**src/rtl/sram_bus_arbiter.sv**
```systemverilog
// -----------------------------------------------------------------------------
// sram_bus_arbiter
//
// Shares one single-port memory bus between the core's instruction-fetch and
// data SRAM-like ports. Requests are serialised with data before instruction.
// Only one bus transaction is outstanding at a time. Read data is kept in one
// buffer per source. stall_by_sram holds the pipeline until every access the
// core enabled in the current cycle has completed.
//
// Ports
//   clk, rst            clock, synchronous active-high reset
//   inst_sram_en/addr   fetch request and address
//   inst_sram_rdata     buffered fetch data
//   data_sram_en/wen/   data request, byte write enables (0 = read),
//     addr/wdata        address and store data
//   data_sram_rdata     buffered load data
//   stall_by_sram       pipeline stall to the core
//   mem_req/wr/wstrb/   bus request fields, held stable until mem_addr_ok
//     addr/wdata
//   mem_addr_ok         bus accepted the request this cycle
//   mem_data_ok         read data valid / write done this cycle
//   mem_rdata           bus read data
// -----------------------------------------------------------------------------
module sram_bus_arbiter #(
  parameter int ADDR_W = 32,
  parameter int DATA_W = 32
) (
  input  logic                clk,
  input  logic                rst,
  // instruction port
  input  logic                inst_sram_en,
  input  logic [ADDR_W-1:0]   inst_sram_addr,
  output logic [DATA_W-1:0]   inst_sram_rdata,
  // data port
  input  logic                data_sram_en,
  input  logic [DATA_W/8-1:0] data_sram_wen,
  input  logic [ADDR_W-1:0]   data_sram_addr,
  input  logic [DATA_W-1:0]   data_sram_wdata,
  output logic [DATA_W-1:0]   data_sram_rdata,
  // core stall
  output logic                stall_by_sram,
  // memory bus
  output logic                mem_req,
  output logic                mem_wr,
  output logic [DATA_W/8-1:0] mem_wstrb,
  output logic [ADDR_W-1:0]   mem_addr,
  output logic [DATA_W-1:0]   mem_wdata,
  input  logic                mem_addr_ok,
  input  logic                mem_data_ok,
  input  logic [DATA_W-1:0]   mem_rdata
);

  localparam int STRB_W = DATA_W / 8;

  typedef enum logic [1:0] {
    IDLE,
    REQ,
    WAIT
  } state_t;

  typedef enum logic {
    SRC_INST,
    SRC_DATA
  } src_t;

  state_t state, state_nxt;

  // Latched fields of the transaction currently owned by the bus.
  src_t              src_q;
  logic [ADDR_W-1:0] addr_q;
  logic              wr_q;
  logic [STRB_W-1:0] wstrb_q;
  logic [DATA_W-1:0] wdata_q;

  logic              inst_done, data_done;
  logic [DATA_W-1:0] inst_rdata_q, data_rdata_q;

  logic inst_pend, data_pend;
  logic issue, complete;

  // A source is pending when the core enables it and this cycle's access
  // for it has not finished yet.
  assign inst_pend     = inst_sram_en & ~inst_done;
  assign data_pend     = data_sram_en & ~data_done;
  assign stall_by_sram = inst_pend | data_pend;

  // ---------------------------------------------------------------------------
  // FSM
  // ---------------------------------------------------------------------------
  always_ff @(posedge clk) begin
    // NOTE: sequential state is only ever updated with non-blocking
    // assignments so every flop samples the pre-edge values of its peers.
    if (rst) state <= IDLE;
    else     state <= state_nxt;
  end

  always_comb begin
    // NOTE: every output of this block gets a default first; a path that
    // leaves one unassigned would infer a latch.
    state_nxt = state;
    issue     = 1'b0;
    complete  = 1'b0;
    case (state)
      IDLE: begin
        if (data_pend || inst_pend) begin
          issue     = 1'b1;
          state_nxt = REQ;
        end
      end
      REQ: begin
        if (mem_addr_ok) state_nxt = WAIT;
      end
      WAIT: begin
        // A data_ok outside WAIT is a slave protocol error and is ignored.
        if (mem_data_ok) begin
          complete  = 1'b1;
          state_nxt = IDLE;
        end
      end
      default: state_nxt = IDLE;
    endcase
  end

  // ---------------------------------------------------------------------------
  // Request capture: data wins over instruction when both are pending.
  // ---------------------------------------------------------------------------
  // NOTE: the request fields carry no reset; they are only observed while
  // mem_req is high, and that is always preceded by a capture.
  always_ff @(posedge clk) begin
    if (issue) begin
      if (data_pend) begin
        src_q   <= SRC_DATA;
        addr_q  <= data_sram_addr;
        wr_q    <= |data_sram_wen;
        wstrb_q <= data_sram_wen;
        wdata_q <= data_sram_wdata;
      end else begin
        src_q   <= SRC_INST;
        addr_q  <= inst_sram_addr;
        wr_q    <= 1'b0;
        wstrb_q <= '0;
        wdata_q <= '0;
      end
    end
  end

  assign mem_req   = (state == REQ);
  assign mem_wr    = wr_q;
  assign mem_wstrb = wstrb_q;
  assign mem_addr  = addr_q;
  assign mem_wdata = wdata_q;

  // ---------------------------------------------------------------------------
  // Completion bookkeeping
  // ---------------------------------------------------------------------------
  // Done flags live for one core cycle: cleared as soon as nothing is stalled,
  // i.e. the core has consumed the results and may present new requests.
  // A source that withdrew its request is not marked done, so a later
  // re-request is serviced again.
  always_ff @(posedge clk) begin
    if (rst) begin
      inst_done <= 1'b0;
      data_done <= 1'b0;
    end else if (!stall_by_sram) begin
      inst_done <= 1'b0;
      data_done <= 1'b0;
    end else if (complete) begin
      if (src_q == SRC_INST && inst_sram_en) inst_done <= 1'b1;
      if (src_q == SRC_DATA && data_sram_en) data_done <= 1'b1;
    end
  end

  // Read data is buffered even for a withdrawn request; writes leave the
  // data buffer untouched.
  always_ff @(posedge clk) begin
    if (rst) begin
      inst_rdata_q <= '0;
      data_rdata_q <= '0;
    end else if (complete && !wr_q) begin
      if (src_q == SRC_INST) inst_rdata_q <= mem_rdata;
      else                   data_rdata_q <= mem_rdata;
    end
  end

  assign inst_sram_rdata = inst_rdata_q;
  assign data_sram_rdata = data_rdata_q;

endmodule

```
**config.mk**
```make
export PLATFORM = sky130hd
export DESIGN_NAME = sram_bus_arbiter
export DESIGN_NICKNAME = d
export VERILOG_FILES = /design/src/rtl/sram_bus_arbiter.sv
export SDC_FILE = /design/constraint.sdc
export NUM_CORES = 1
export LEC_CHECK = 0
export BUFFER_PORTS_ARGS = -buffer_cell sky130_fd_sc_hd__buf_4
export CAP_MARGIN = 20
export CORE_AREA = 2 2 109 111
export DETAILED_ROUTE_END_ITERATION = 6
export DIE_AREA = 0 0 111 113
export PLACE_DENSITY_LB_ADDON = 0.1
export SLEW_MARGIN = 15
export SYNTH_ARGS = -nofsm -noshare
export SYNTH_HDL_FRONTEND = slang
export SYNTH_SLANG_ARGS = --single-unit
```
**constraint.sdc**
```tcl
create_clock -name clk -period 13.9 [get_ports clk]
set_input_delay 0.695 -clock clk [delete_from_list [all_inputs] [get_ports clk]]
set_output_delay 0.695 -clock clk [all_outputs]
set_load 0.005 [all_outputs]
```
Word level (Yosys, flattened, before mapping)

Index checks and enable logic that the tools add are counted.

Add/sub/neg operators: 0
Multipliers: 0
Divide/modulo/power cells: 0
Order comparisons: 0
Eq/ne operators: 5
Shift-type cells: 0
Mux-type cells: 10
Bitwise logic cells: 7
Reduce and logical (&&, ||, !) cells: 13

Operators by type and width:

| operator           | count |
|---|---|
| $mux 32            | 1 |
| $reduce_and 2->1   | 4 |
| $mux 2             | 3 |
| $pmux 2 s3         | 1 |
| $mux 1             | 5 |
| $ne 2x2->1 const B | 2 |
| $not 1->1          | 4 |
| $reduce_or 4->1    | 1 |
| $logic_and 1x1->1  | 3 |
| $reduce_and 3->1   | 1 |
| $and 1x1->1        | 2 |
| $eq 2x1->1 const B | 1 |
| $eq 2x2->1 const B | 1 |
| $logic_not 2->1    | 1 |
| $ne 2x1->1 const B | 1 |
| $reduce_or 2->1    | 1 |
| $logic_not 1->1    | 1 |
| $logic_or 1x1->1   | 1 |
| $or 1x1->1         | 1 |

Flip-flop bits (word level): 138
Latch bits: 0
Bits in writable memories: 0
ROM bits: 0
Output and inout bits: 135
Memories: 0

Longest topological paths before layout

Depth in word-level cells: 5
Depth in mapped cells: 5
Gate-level depth less buffers: 3

Worst setup path after synthesis

Ideal clock, no wire load.

Kind: input -> register
Start point: input data_sram_en
End point: register addr_q[0] (netlist: mem_addr[0]), enable pin
Library setup time: 585 ps
Arrival: 6,163 ps
Data required time: 13,315 ps
Setup slack: 7,153 ps
Stages on the path: 5
Path buffers: 2
Path through: nor2b_1 -> clkbuf_1 -> clkbuf_1 -> nor2_1 -> nor3_1

Longest elaborated chain between the ends: 4

Ends and longest elaborated chain:

| what                 | line | text |
|---|---|---|
| start, declared      | 35   | `input logic data_sram_en,` |
| $and 1x1->1          | 84   | `assign data_pend = data_sram_en & ~data_done;` |
| $logic_or 1x1->1     | 105  | `if (data_pend \|\| inst_pend) begin` |
| $mux 1               | 105  |  |
| $mux 1               | 103  | `case (state)` |
| named net issue      | 79   | `logic issue, complete;` |
| end signal, assigned | 133  | `addr_q <= data_sram_addr;` |
| end signal, assigned | 139  | `addr_q <= inst_sram_addr;` |
| end, declared        | 70   | `logic [ADDR_W-1:0] addr_q;` |

The timed path passes the listed nets, and every way through them passes these cells.
A chain may end at the register's enable or synchronous reset.

Final worst setup path

Start point: input inst_sram_en
End point: output stall_by_sram

Longest elaborated chain between the ends: 2

Ends and longest elaborated chain:

| what            | line | text |
|---|---|---|
| start, declared | 31   | `input logic inst_sram_en,` |
| $and 1x1->1     | 83   | `assign inst_pend = inst_sram_en & ~inst_done;` |
| $or 1x1->1      | 85   | `assign stall_by_sram = inst_pend \| data_pend;` |
| end, declared   | 41   | `output logic stall_by_sram,` |

No other way between the ends.

==> metrics.yaml <==
status: "finished clean"
power_density_nw_per_um2: 117
area_growth_pct: 46.7
tightest_slew_ns: 0.902
avgSynthCellArea_um2: 13.5
final_max_slew_viol_count: 0
cts_hold_buf: 0
slew_headroom: 0.398
worstPathArrival_ns: 1.35
grt_max_degree: 101
cts.clk_slew.worst_paths_ns: 0.05
grt.total_usage: 0.218
dp_hpwl_um: 9850
ant_nets: 0
via_count: 4015
internal_power_w: 0.000759
ys_ff_latch: 138
leakage_nw: 3.69
syn_inst: 414
die_w_um: 111
drc: 0
core_um2: 11300
overflow: 0
critPathMaxStageDelay_ns: 0.20
cp_cell_sequence: "buf_4 -> nor2b_1 -> nor2_1 -> inv_1 -> buf_4"
wl_per_cell_um: 16.3
yosysWarnings: 0
grt_pass1_vias: 4298
fin_nets: 821
tns_ns: 0
pin_count: 273
power_frac_comb: 0.115
drt-pass1-iter-count: 4
cts_buffer_depth: 2
path_max_fanout: 3
layout_setup_ws_ns: 11.86
min_period_ns: 2.04
fin_hold_ws_ns: 0.463
finalHoldViolCount: 0
ir_worst_vdd_mv: 0.108
syn_nets: 552
p_sw_frac: 0.210
grt_pass1_wl_um: 21200
max_freq_ghz: 0.489
critical_path_required_ns: 13.20
switchingPower_w: 0.000202
gp_congestion: 0.771
timing.final.crit_share: 0.147
clkLatencyLatePin_ns: 0.41
wl_um: 13700
die_height_um: 113
drive_gt1_frac: 0.480
cts_tree: "yes"
rows: 39
clock-sinks: 138
startpoint_type: "primary input"
rsz0062_at_grt: "false"
io_buffers: 272
setup_viol: 0
antenna_cells: 0
ctsHtreeMaxLevel: 4
slowest_stage: "nor2_1"
yosysUniqueCellTypes: 26
p_seq_frac: 0.485
drt_iter0_drc: 178
die_area_um2: 12500
crit_top_cell: "buf_4"
seq_area_frac_synth: 0.618
cts_resized: 0
antenna_found_initial: 0
postCtsSetupBuffers: 0
fillers: 805
netlist_area_um2: 5600
preCtsSetupSlack_ns: 11.55
final.setup_skew_ns: 0.00886
critical_path_class: "primary input to output pin"
fin_total_pwr_w: 0.000961
hold_class: "flop to flop"
pwr-share-clk: 0.401
cts_root_buf: "clkbuf_16"
initial_utilization: 0.497
end_kind: "output pin"
numCtsBuffers: 17
cap_violations: 0
detail_route.vias_per_cell: 4.79
-- metal layers --
metal | global-route usage | vias to the layer above | part of all wire
met5 | 0 | - | 0
met4 | 0.0758 | 0 | 0.013
met3 | 0.0900 | 12 | 0.083
met2 | 0.409 | 153 | 0.55
met1 | 0.217 | 1887 | 0.35
li1 | - | 1963 | -
-- synth_stat cells --
cell type | count | share of area
edfxtp_1 | 70 | 0.38
dfxtp_1 | 68 | 0.24
and2b_1 | 2 | 0.0027
a21oi_1 | 1 | 0.00089
nor3_2 | 1 | 0.0018
buf_4 | 3 | 0.0040
nand2_1 | 2 | 0.0013
buf_2 | 3 | 0.0027
nor2_1 | 3 | 0.0020
buf_12 | 3 | 0.011
o41a_1 | 1 | 0.0020
nor2b_1 | 2 | 0.0022
o311a_1 | 1 | 0.0018
inv_1 | 2 | 0.0013
and2_1 | 36 | 0.040
mux2i_1 | 64 | 0.11
nor3_1 | 2 | 0.0018
or3b_2 | 1 | 0.0016
buf_6 | 1 | 0.0020
nand2b_1 | 96 | 0.11
mux2_2 | 32 | 0.064
nand3b_1 | 1 | 0.0013
clkbuf_1 | 16 | 0.011
or3b_1 | 1 | 0.0016
a2bb2oi_1 | 1 | 0.0016
a41oi_1 | 1 | 0.0016
-- cell families (layout without fill, tap and decap cells) --
logic type | after synthesis | count (layout) | share of synthesized area
AND/OR/NAND/NOR | 147 | 147 | 0.164
flip-flops | 138 | 138 | 0.618
multiplexers | 96 | 96 | 0.179
buffers and inverters | 28 | 310 | 0.0315
AO/OA/AOI/OAI | 5 | 5 | 0.00782
-- placed cells by master (no fill, tap or decap), types with 2 or more instances in the layout --
cell type and n:
clkbuf_1 7, nand2_1 2, inv_1 2, edfxtp_1 70, and2_1 36, clkbuf_8 2
clkinv_1 4, mux2i_1 64, and2b_1 2, buf_4 275, nor2_1 3, clkinv_2 2
dfxtp_1 68, or3b_2 2, nand2b_1 96, clkbuf_16 17, mux2_2 32
-- registers in the layout (all words and copies together) (netlist names) --
name             flops
src_q                1
data_done            1
mem_wstrb            4
mem_wdata           32
data_sram_rdata     32
inst_sram_rdata     32
mem_wr               1
state                2
mem_addr            32
inst_done            1
-- power by group through the flow --
stage | Sequential, W | Clock [W] | Combinational, W
3_3_place_gp | 0.000473 | 0 | 0.000109
5_1_grt | 0.000468 | 0.000408 | 0.000118
2_1_floorplan | 0.000479 | 0 | 0.0000354
4_1_cts | 0.000466 | 0.000392 | 0.000112
6_report | 0.000466 | 0.000385 | 0.000110
3_5_place_dp | 0.000474 | 0 | 0.000111
-- stage by stage --
stage	cell area (µm²)	cells	util
detailed placement	7690	806	0.683
finish	8220	839	0.729
global route	8220	839	0.729
global placement	7690	806	0.683
floorplan	5600	414	-
CTS	8200	838	0.727
-- worst paths after layout --
| path | start | endpoint | slack, ns | cells after the start |
|---|---|---|---|---|
| setup / recovery | inst_sram_en | stall_by_sram | 11.86 | 5 |
| hold / removal | inst_done | inst_done | 0.46 | 2 |
| setup reg to reg | inst_done | mem_addr[5] | 12.01 | 4 |
| hold reg to reg | inst_done | inst_done | 0.46 | 2 |
-- worst max-delay path, delay by kind of cell --
family                 cells  cell delay (ns)
and+or+nand+nor            2             0.34
buffers and inverters      3             0.30
-- layout make-up --
cell class	instances	area [µm²]	area share
sequential	138	3460	0.421
timing repair buffer	276	2080	0.254
multi-input combinational	248	1980	0.241
clock buffer	26	479	0.0583
tap	143	179	0.0218
clock inverter	6	25.0	0.00304
inverter	2	7.51	0.000913
No activity file was read; power rests on OpenSTA's default activity.
